$ cat config.mk
export PLATFORM = sky130hd
export DESIGN_NAME = time_set_controller
export DESIGN_NICKNAME = d
export VERILOG_FILES = /design/src/rtl/time_set_controller.sv
export SDC_FILE = /design/constraint.sdc
export NUM_CORES = 1
export LEC_CHECK = 0
export ABC_AREA = 1
export CAP_MARGIN = 30
export CORE_ASPECT_RATIO = 1.75
export CORE_MARGIN = 2
export CORE_UTILIZATION = 50
export CTS_CLUSTER_SIZE = 16
export DETAILED_ROUTE_END_ITERATION = 12
export PLACE_DENSITY_LB_ADDON = 0.1
export SYNTH_ARGS = -nofsm -noshare
export SYNTH_HDL_FRONTEND = slang
export SYNTH_SLANG_ARGS = --single-unit
$ cat constraint.sdc
create_clock -name clk -period 4.38 [get_ports clk]
set_input_delay 0.438 -clock clk [delete_from_list [all_inputs] [get_ports clk]]
set_output_delay 0.438 -clock clk [all_outputs]
set_load 0.005 [all_outputs]
$ cat src/rtl/time_set_controller.sv
// Button-driven 24-hour clock: debounces mode/next/inc, runs SETUP/RUN control and keeps BCD HH:MM:SS.
// Optional macro SECONDS_VIEW_EN adds a RUN_SEC view where the minute digits show seconds.
module time_set_controller #(
    parameter int TICK_DIV        = 50_000_000,
    parameter int DEBOUNCE_CYCLES = 1_000_000
) (
    input  logic       clk,
    input  logic       rst_n,
    input  logic       btn_mode,
    input  logic       btn_next,
    input  logic       btn_inc,
    output logic [1:0] mode,
    output logic [1:0] location,
    output logic [3:0] hoursUpper,
    output logic [3:0] hoursLower,
    output logic [3:0] minutesUpper,
    output logic [3:0] minutesLower,
    output logic       sec_tick
);
    localparam int CW = $clog2(DEBOUNCE_CYCLES + 1);
    localparam int PW = $clog2(TICK_DIV);

`ifdef SECONDS_VIEW_EN
    typedef enum logic [1:0] {SETUP = 2'b00, RUN = 2'b01, RUN_SEC = 2'b10} state_t;
`else
    typedef enum logic [1:0] {SETUP = 2'b00, RUN = 2'b01} state_t;
`endif

    // Debouncers, index 2=mode 1=next 0=inc.
    logic [2:0]    raw, sync1, sync2, stable, armed, press;
    logic [CW-1:0] cnt [3];

    assign raw = {btn_mode, btn_next, btn_inc};

    // Synchronisers reset to "pressed" and armed stays low until a released level
    // is seen, so a button held across reset cannot produce a press.
    always_ff @(posedge clk or negedge rst_n) begin
        if (!rst_n) begin
            sync1  <= 3'b111;
            sync2  <= 3'b111;
            stable <= 3'b000;
            armed  <= 3'b000;
            press  <= 3'b000;
            for (int i = 0; i < 3; i++) cnt[i] <= '0;
        end else begin
            sync1 <= raw;
            sync2 <= sync1;
            for (int i = 0; i < 3; i++) begin
                press[i] <= 1'b0;
                if (sync2[i] == stable[i]) begin
                    cnt[i] <= '0;
                end else if (cnt[i] == CW'(DEBOUNCE_CYCLES - 1)) begin
                    cnt[i]    <= '0;
                    stable[i] <= sync2[i];
                    press[i]  <= sync2[i] & armed[i];
                end else begin
                    cnt[i] <= cnt[i] + CW'(1);
                end
                if (!sync2[i] && !stable[i]) armed[i] <= 1'b1;
            end
        end
    end

    logic p_mode, p_next, p_inc;
    assign p_mode = press[2];
    assign p_next = press[1];
    assign p_inc  = press[0];

    state_t        state, state_n;
    logic [1:0]    loc, loc_n;
    logic [3:0]    hu, hl, mu, ml, st, su;
    logic [3:0]    hu_n, hl_n, mu_n, ml_n, st_n, su_n;
    logic [PW-1:0] presc, presc_n;
    logic          tick;

    always_ff @(posedge clk or negedge rst_n) begin
        if (!rst_n) begin
            state <= SETUP;
            loc   <= 2'd0;
            hu    <= 4'd0;
            hl    <= 4'd0;
            mu    <= 4'd0;
            ml    <= 4'd0;
            st    <= 4'd0;
            su    <= 4'd0;
            presc <= '0;
        end else begin
            state <= state_n;
            loc   <= loc_n;
            hu    <= hu_n;
            hl    <= hl_n;
            mu    <= mu_n;
            ml    <= ml_n;
            st    <= st_n;
            su    <= su_n;
            presc <= presc_n;
        end
    end

    always_comb begin
        state_n = state;
        loc_n   = loc;
        hu_n    = hu;
        hl_n    = hl;
        mu_n    = mu;
        ml_n    = ml;
        st_n    = st;
        su_n    = su;
        presc_n = presc;
        tick    = 1'b0;
        case (state)
            SETUP: begin
                presc_n = '0;
                st_n    = 4'd0;
                su_n    = 4'd0;
                if (p_mode) begin
                    state_n = RUN;
                end else if (p_next) begin
                    loc_n = loc + 2'd1;
                end else if (p_inc) begin
                    case (loc)
                        2'd0: begin
                            if (hu == 4'd2) begin
                                hu_n = 4'd0;
                            end else begin
                                hu_n = hu + 4'd1;
                                if (hu == 4'd1 && hl > 4'd3) hl_n = 4'd3;
                            end
                        end
                        2'd1:    hl_n = (hl == 4'd9 || (hu == 4'd2 && hl == 4'd3)) ? 4'd0 : hl + 4'd1;
                        2'd2:    mu_n = (mu == 4'd5) ? 4'd0 : mu + 4'd1;
                        default: ml_n = (ml == 4'd9) ? 4'd0 : ml + 4'd1;
                    endcase
                end
            end
            default: begin
                presc_n = (presc == PW'(TICK_DIV - 1)) ? '0 : presc + PW'(1);
                if (p_mode) begin
                    state_n = SETUP;
                    loc_n   = 2'd0;
                    st_n    = 4'd0;
                    su_n    = 4'd0;
                    presc_n = '0;
                end else begin
`ifdef SECONDS_VIEW_EN
                    if (p_next) state_n = (state == RUN) ? RUN_SEC : RUN;
`endif
                    // One tick resolves the full carry chain in a single update.
                    if (presc == PW'(TICK_DIV - 1)) begin
                        tick = 1'b1;
                        if (su != 4'd9) begin
                            su_n = su + 4'd1;
                        end else begin
                            su_n = 4'd0;
                            if (st != 4'd5) begin
                                st_n = st + 4'd1;
                            end else begin
                                st_n = 4'd0;
                                if (ml != 4'd9) begin
                                    ml_n = ml + 4'd1;
                                end else begin
                                    ml_n = 4'd0;
                                    if (mu != 4'd5) begin
                                        mu_n = mu + 4'd1;
                                    end else begin
                                        mu_n = 4'd0;
                                        if (hu == 4'd2 && hl == 4'd3) begin
                                            hu_n = 4'd0;
                                            hl_n = 4'd0;
                                        end else if (hl == 4'd9) begin
                                            hl_n = 4'd0;
                                            hu_n = hu + 4'd1;
                                        end else begin
                                            hl_n = hl + 4'd1;
                                        end
                                    end
                                end
                            end
                        end
                    end
                end
            end
        endcase
    end

    assign mode       = state;
    assign location   = loc;
    assign hoursUpper = hu;
    assign hoursLower = hl;
    assign sec_tick   = tick;
`ifdef SECONDS_VIEW_EN
    assign minutesUpper = (state == RUN_SEC) ? st : mu;
    assign minutesLower = (state == RUN_SEC) ? su : ml;
`else
    assign minutesUpper = mu;
    assign minutesLower = ml;
`endif

endmodule
* After elaboration in Yosys (flattened, before gate mapping)
Cells that the tools add are included.
** Word-level totals
- Register bits after elaboration :: 129
- Input bits :: 5
- Output and inout port bits :: 21
- Word-level logic and storage cells :: 188
** Operators by class
- Add/subtract/negate cells :: 11
- Magnitude comparators :: 1
- Equality and inequality tests :: 33
- Multiplexer cells :: 86
- Bitwise gates (word level) :: 7
- Reductions and logical operators :: 29
** Operators with widths (number)
- $mux 4 :: 61
- $mux 20 :: 6
- $mux 26 :: 3
- $add 20x1->20 const B :: 3
- $eq 20x20->1 const B :: 3
- $add 26x1->26 const B :: 1
- $eq 26x26->1 const B :: 1
- $add 4x1->4 const B :: 6
- $mux 2 :: 6
- $ne 2x1->1 const B :: 6
- $reduce_and 11->1 :: 1
- $reduce_and 10->1 :: 1
- $mux 1 :: 9
- $eq 4x2->1 const B :: 2
- $eq 4x4->1 const B :: 2
- $ne 2x2->1 const B :: 4
- $ne 4x3->1 const B :: 2
- $ne 4x4->1 const B :: 2
- $pmux 4 s2 :: 1
- $reduce_and 2->1 :: 4
- $reduce_and 8->1 :: 1
- $reduce_and 7->1 :: 1
- $logic_not 1->1 :: 6
- $ne 3x3->1 const B :: 2
- 18 further kinds :: 33

* Longest topological paths before layout
- Depth in word-level cells :: 10
- Gate-level depth with buffers :: 11
- Gate-level depth less buffers :: 11

* Worst setup path after synthesis
OpenSTA, ideal clock, no wires.
- Kind :: register to register
- From :: reg hu[0], in the netlist hoursUpper[0]
- To :: reg hu[0], in the netlist hoursUpper[0]
- Library setup time :: 0.117 ns
- Arrival :: 1.535 ns
- Data required time :: 4.263 ns
- Slack :: 2.728 ns
- Stages on the path, launching flop included :: 12
- Buffers on the path :: 0
- Clock period less this slack :: 1.652 ns
- Cell sequence :: dfrtp_1 > inv_1 > ha_1 > inv_1 > nor3_1 > nand2_1 > nand2_1 > nand2_1 > a21oi_2 > nand2_1 > nand2_1 > nand2_1
** Between the ends
- Word-level cells in the longest chain between the ends :: 10
- Elaborated cells on any way between the ends :: 19
- Those cells by class :: 1 x add/sub; 1 x eq/ne; 14 x mux; 3 x reduce/logical
** Ends and longest elaborated chain
- start: declaration :: RTL line 71 : logic [3:0] hu, hl, mu, ml, st, su;
- start signal: assignment :: RTL line 90 : hu <= hu_n;
- $add 4x1->4 / $eq 4x2->1 (equally long branches)
- $mux 4 / $logic_and 1x1->1 (equally long branches) :: RTL line 170, 167
- $mux 4 :: RTL line 167 : if (hu == 4'd2 && hl == 4'd3) begin
- $mux 4 :: RTL line 163 : if (mu != 4'd5) begin
- $mux 4 :: RTL line 159 : if (ml != 4'd9) begin
- $mux 4 :: RTL line 155 : if (st != 4'd5) begin
- $mux 4 :: RTL line 151 : if (su != 4'd9) begin
- $mux 4 :: RTL line 149 : if (presc == PW'(TICK_DIV - 1)) begin
- $mux 4 :: RTL line 138 : if (p_mode) begin
- $mux 4 :: RTL line 111 : case (state)
Several ways; a longest one is shown, not always the timed one. The select of a mux whose other input is x is not followed.
A chain may end at the register's enable or synchronous reset.

* Final worst setup path
- From :: reg state[0], in the netlist mode[0]
- To :: out sec_tick
** Between the ends
- Word-level cells in the longest chain between the ends :: 2
** Ends and longest elaborated chain
- start: declaration :: RTL line 69 : state_t state, state_n;
- start signal: assignment :: RTL line 88 : state <= state_n;
- $logic_not 2->1 :: RTL line 111
- $mux 1 :: RTL line 111
- end: declaration :: RTL line 18 : output logic sec_tick
Every way passes these cells.

==> metrics.txt <==
status=finished clean; CP Launch Type=register; Slew @ Worst Pin=0.911 ns; Max-slew headroom=39.3%; YS warnings=0; later-pin clock latency in the skew report=0.42 ns; Mapped Avg Cell Area=7.75 µm²; slowest stage delay, CP=0.75 ns; Rows=57; DIE AREA=15200 µm²; fin. max-slew vios=0; dpl ws=2.14 ns; final-stage net count=986; initial DRC count=284; CTS root buffer=clkbuf_16; # port buffers=24; initial antenna violation count=0; WL final=15.3 mm; worst setup margin=1.72 ns; highest clock rate=377 MHz; Worst Setup End Kind=primary output; placeable core area=13900 µm²; total grt overflow=0; hold buffers post-CTS=0; critical path depth=5; Setup violations, final=0; TritonCTS buffer count=17; unrepaired setup endpoints after global routing=false; top_reg_cell synth=dfrtp_1; post-route design area=8160 µm²; IO Count=26; Mapped Area=7120 µm²; Clock Path Buffers=2; Max Cap Viol=0; DRT antenna net count=0; htree depth=4; antenna fix cells=0; Die Ht=162 µm; Initial Util=51.2%; GP Congestion=0.873; FF+latch area=3210 µm²; Die X-Extent=94.2 µm; Bufs and invs on worst path=3; clock sink total=128; top cells by area, synth=dfrtp_1 43%, nand2_1 9.7%, nor2_1 8.6%; largest net degree at the start of global routing=100; Fill cells=1330; CP Cell Sequence=inv_2 -> nor2_4 -> inv_2 -> nor2_1 -> clkdlybuf4s50_1; first-pass GRT wire length=26.6 mm; Finished Layout Cells=1147; Yosys reg bits=128; final hold viol count=0; drt wl/cell=13.4 µm; Hold Crit Class=input pin to asynchronous set/reset pin; Total Neg Setup Slack=0 ns; vias=5908; vias in the first global route=5961; critical path class=register to primary output; final worst-path cycle share=60.6%; Power Density=332 nW/µm²; Seq/Total Area, Yosys=45.1%; clk slew on worst S/H paths=0.06 ns; Tot GR Track Use=21.8%; Data required, critical path=3.94 ns; Yosys top cell by area=dfrtp_1; cell mode on critical path=inv_2; CP delay by family, top=buffers and inverters; Worst EP arrival=2.22 ns; post-layout util=58.7%; top-area cell type share of the netlist area=42.9%; Setup Buffers After CTS=0; area of the multi-input gates=3420 µm²; vias per cell=5.15; min cycle time layout=2.66 ns; syn nets=948; dpl cells=1115; count of unique library cells instantiated by Yosys=44; maximum vdd drop=242 µV; CTS tree=done; drt first pass iters=4; layout cells sized above 1=7.73%; hpwl dp=11.3 mm; P_leak=3.62 nW; post-CTS sizing=0; Placed Area=7550 µm²; Post-synth EDFFs=0; area delta synth->final=14.6%; Post-synth ARST share=100%; DR DRC count=0; worst reg2reg path depth=10; Layout Skew=0.0115 ns; slowest cell on the critical path=dfrtp_1; synthesized instance count=919; CP Max Fanout=17
==> worst register-to-register path: stages, from the launching register on <==
cell and delay (ns):
dfrtp_1 0.40, ha_1 0.23, nand2_1 0.10, nor2_1 0.06, nand2_1 0.06, nor2_1 0.04, nand2_2 0.15, nand3_2 0.41
inv_1 0.53, nand2_1 0.10, a21oi_1 0.13
==> flip-flops by register name (all words and copies together) (netlist names) <==
register	flops
cnt	60
presc	26
hoursLower	4
hoursUpper	4
minutesLower	4
minutesUpper	4
st	4
su	4
armed	3
press	3
stable	3
sync1	3
sync2	3
location	2
mode	1
==> worst paths after layout <==
kind / start / to / slack (ns)
max in group asynchronous: rst_n / sync2[2] / 3.26
min: rst_n / hoursUpper[2] / 0.08
max: mode[0] / sec_tick / 1.72
min reg2reg: sync1[1] / sync2[1] / 0.35
min in group clk: sync1[1] / sync2[1] / 0.35
max reg2reg: presc[0] / presc[10] / 2.11
==> synthesized netlist by cell type, types with 2 or more instances <==
master and count:
clkinv_1 3, ha_1 24, buf_2 2, dfstp_2 6
nor2_4 4, nor2_1 164, nand3_1 77, nand2_1 184
a211oi_1 3, nand3b_1 7, buf_4 2, nor3_1 50
nand2_2 6, dfrtp_1 122, or2_2 9, xnor2_1 14
nand3_2 4, o21ai_0 13, a21oi_1 20, nand4_1 26
inv_1 113, xor2_1 23, nor2_2 5, o21ai_1 8
a31oi_1 3, nor3b_1 7, inv_2 3
==> through the flow <==
step	total power [mW]	hold WS [ns]
floorplan	1.24	0.142
global placement	1.28	0.345
detailed placement	1.28	0.347
CTS	2.74	0.158
global route	2.80	0.200
finish	2.71	0.0827
==> placed cells by master (no fill, tap or decap), types with 5 or more instances in the layout <==
cell type,count
dfrtp_1,122
nand2_2,6
clkdlybuf4s50_1,23
nor3b_1,7
nand3_1,77
nand2_1,184
nor2_2,5
a21oi_1,20
xnor2_1,14
inv_1,113
ha_1,24
dfstp_2,6
nand4_1,26
xor2_1,23
or2_2,9
nand3b_1,7
o21ai_0,13
clkbuf_16,17
nor2_1,164
nor3_1,50
o21ai_1,8
==> final cells by class <==
type	count	area share, %
sequential	128	39.3
clock buffer	22	5.81
inverter	119	5.47
tap	177	2.71
clock inverter	10	1.66
multi-input combinational	666	41.9
timing repair buffer	25	3.05
==> per-layer routing <==
metal  track usage (%)  vias up  wire [µm]
li1                  -     3033          -
met1              24.3     2767       6270
met2              40.0       73       8360
met3              3.57       35        331
met4              9.35        0        358
met5                 0        -          0
==> power breakdown <==
part | switching (mW) | total, mW | leakage (nW) | internal [mW]
sequential | 0.00605 | 1.20 | 1.75 | 1.20
clock | 0.517 | 1.45 | 0.288 | 0.937
combinational | 0.0417 | 0.0553 | 1.59 | 0.0136
==> cells by family after synthesis <==
family / after synthesis / share of synthesized area, %
AND/OR/NAND/NOR: 547 / 34.5
flip-flops: 128 / 45.1
buffers and inverters: 125 / 6.84
AO/OA/AOI/OAI: 56 / 4.60
XOR/XNOR: 37 / 4.55
adder cells (fa/ha/maj): 24 / 4.22
other: 1 / 0.0527
multiplexers: 1 / 0.141
No activity file was read; power rests on OpenSTA's default activity.
==> variant (same flow settings) <==
Register the output `sec_tick`, cleared by the reset; this adds one clock of latency there. The other outputs are not delayed to match.
--- a/src/rtl/time_set_controller.sv
+++ b/src/rtl/time_set_controller.sv
@@ -189,3 +189,9 @@
     assign hoursLower = hl;
-    assign sec_tick   = tick;
+    always_ff @(posedge clk or negedge rst_n) begin
+        if (!rst_n) begin
+            sec_tick <= '0;
+        end else begin
+            sec_tick <= tick;
+        end
+    end
 `ifdef SECONDS_VIEW_EN
Check against the original RTL: same outputs for any inputs over 10 cycles, from zero or initial values and one cycle with rst_n low; that may be too few to reach the edited logic, so the function may still have changed.
==> variant against the original RTL <==
Power up 0.42%; sequential cell count up 1; register-to-register slack better by 140 ps; routed wire length down 1.3%; highest routed layer unchanged; cell area up 0.71%; critical endpoint is now mode[0]; count of clock-buffer cells in the layout down 3; via count about the same; final cell count up 0.17%; area after synthesis up 0.35%; worst setup slack better by 390 ps.
==> variant: results (changes against the original RTL) <==
outcome=finished clean (unchanged); post-DP HPWL=11330 um (about the same); DRT iter0 DRCs=221 (was 284); TritonCTS buffer count=17 (unchanged); worst r2r src=presc[0]$_DFF_PN0_ (unchanged); port buffer count=24 (unchanged); share of layout cells above drive strength 1=8.025% (was 7.732%); CP peak stage delay=770 ps (was 750 ps); Worst R2R Path Depth=10 (unchanged); post-CTS setup buffer count=0 (unchanged); leakage power=3.650 nW (was 3.620 nW); synth cell count leaders=184 x nand2_1, 164 x nor2_1, 123 x dfrtp_1, 113 x inv_1, 77 x nand3_1 (was 184 x nand2_1, 164 x nor2_1, 122 x dfrtp_1, 113 x inv_1, 77 x nand3_1); Clock Skews=9.515 ps (was 11.48 ps); sequential area share after synthesis=45.29% (was 45.10%); critical path endpoint=mode[0] (was sec_tick); Nets=988 (was 986); Crit path max-delay family=flip-flops (was buffers and inverters); Worst Setup SP=mode[0]$_DFFE_PN0P_ (unchanged); Placer Congestion=0.9022 (was 0.8727); CTS resizes=0 (unchanged); htree depth=4 (unchanged); maximum VDD drop=0.0002338 V (was 0.0002416 V); Yosys cell types=44 (unchanged); diode count=0 (unchanged); DRT Pass-1 Iters=5 (was 4); largest registers=cnt: 60 flops, presc: 26 flops (unchanged); Area contributors post-synth=dfrtp_1 43%, nand2_1 9.7%, nor2_1 8.6% (unchanged); Critical R2R Capture=presc[10]$_DFF_PN0_ (unchanged); clk buf depth=2 (unchanged); crit path capture type=primary output (unchanged); GRT Total Usage=21.63% (was 21.80%); Hold Path Class=in -> async (unchanged); leading register cell type out of synthesis=dfrtp_1 (unchanged); synthesis-to-finish area growth=15.01% (was 14.60%); clk slew on worst S/H paths=60 ps (about the same); Root Driver=clkbuf_16 (unchanged); wire per inst=13.17 um (was 13.36 um); Synth Net Count=949 (was 948); WP data arrival=1830 ps (was 2220 ps); filler instances=1304 (was 1330); CP max FO=17 (unchanged); first-pass GRT wire length=26240 um (was 26580 um); slowest CP cell=dfrtp_1 (unchanged); via count=5907 (was 5908); largest net degree at the start of global routing=103 (was 100); worst-margin pin slew=676.5 ps (was 910.8 ps); ys async rst share=100.0% (unchanged); Skew-Pair Late Insertion Delay=approximately 410 ps; synth warn=0 (unchanged); initial antenna violation count=0 (unchanged); r2r setup slk=2250 ps (was 2110 ps)
[variant: cell count changes after synthesis]
| cell | change |
|---|---|
| dfrtp_1 | +1 |
[variant: through the flow]
stage          std cells  hold WS, ps  power [mW]  setup WS, ps  area, um^2
2_1_floorplan        920        142.4       1.254          2728        7144
3_3_place_gp        1116        345.9       1.289          2264        7575
3_5_place_dp        1116        347.2       1.290          2226        7575
4_1_cts             1148        159.5       2.755          2099        8189
5_1_grt             1149        76.86       2.822          2000        8217
6_report            1149        32.96       2.721          2117        8217
[variant: worst reg2reg max path, delay by kind of cell (launching register included)]
kind / cells / cell delay, ps
flops: 1 / 390
buf+inv: 1 / 460
fa+ha+maj: 1 / 230
simple gates: 7 / 870
compound gates: 1 / 120
[variant: report_power, final]
group | switching [mW] | total (mW) | internal, mW
clock | 0.527 | 1.45 | 0.924
sequential | 0.00656 | 1.21 | 1.20
combinational | 0.0433 | 0.0597 | 0.0164
total | 0.577 | 2.72 | 2.14
[variant: worst min-delay path by stage]
stage / to / slack [ps] / cells past startpoint
finish: presc[15]$_DFF_PN0_ / 30 / 2
global route: presc[15]$_DFF_PN0_ / 80 / 2
CTS: presc[15]$_DFF_PN0_ / 160 / 1
detailed placement: sync2[1]$_DFF_PN1_ / 350 / 0
global placement: sync2[1]$_DFF_PN1_ / 350 / 0
floorplan: armed[0]$_DFFE_PN0P_ / 140 / 0
[variant: cell families after synthesis]
logic type	share of synthesized area, %
buffers and inverters	6.813
adder cells (fa/ha/maj)	4.203
multiplexers	0.1401
AO/OA/AOI/OAI	4.589
XOR/XNOR	4.536
AND/OR/NAND/NOR	34.38
flip-flops	45.29
other	0.05249
[variant: metal layers]
metal	GRT usage [%]	part of all wire, %	wire [um]	vias up
met3	3.200	1.8	274	39
met5	0	0	0	-
met1	22.76	40	5983	2749
li1	-	-	-	3034
met2	40.62	55	8353	85
met4	10.94	3.4	515	0
[variant: layout make-up]
type	count	area share (%)
repair buffers	26	3.365
clock inverters	13	1.964
flip-flops and latches	129	39.38
inverters	119	5.436
clock buffers	19	5.512
multi-input cells	666	41.65
well taps	177	2.695
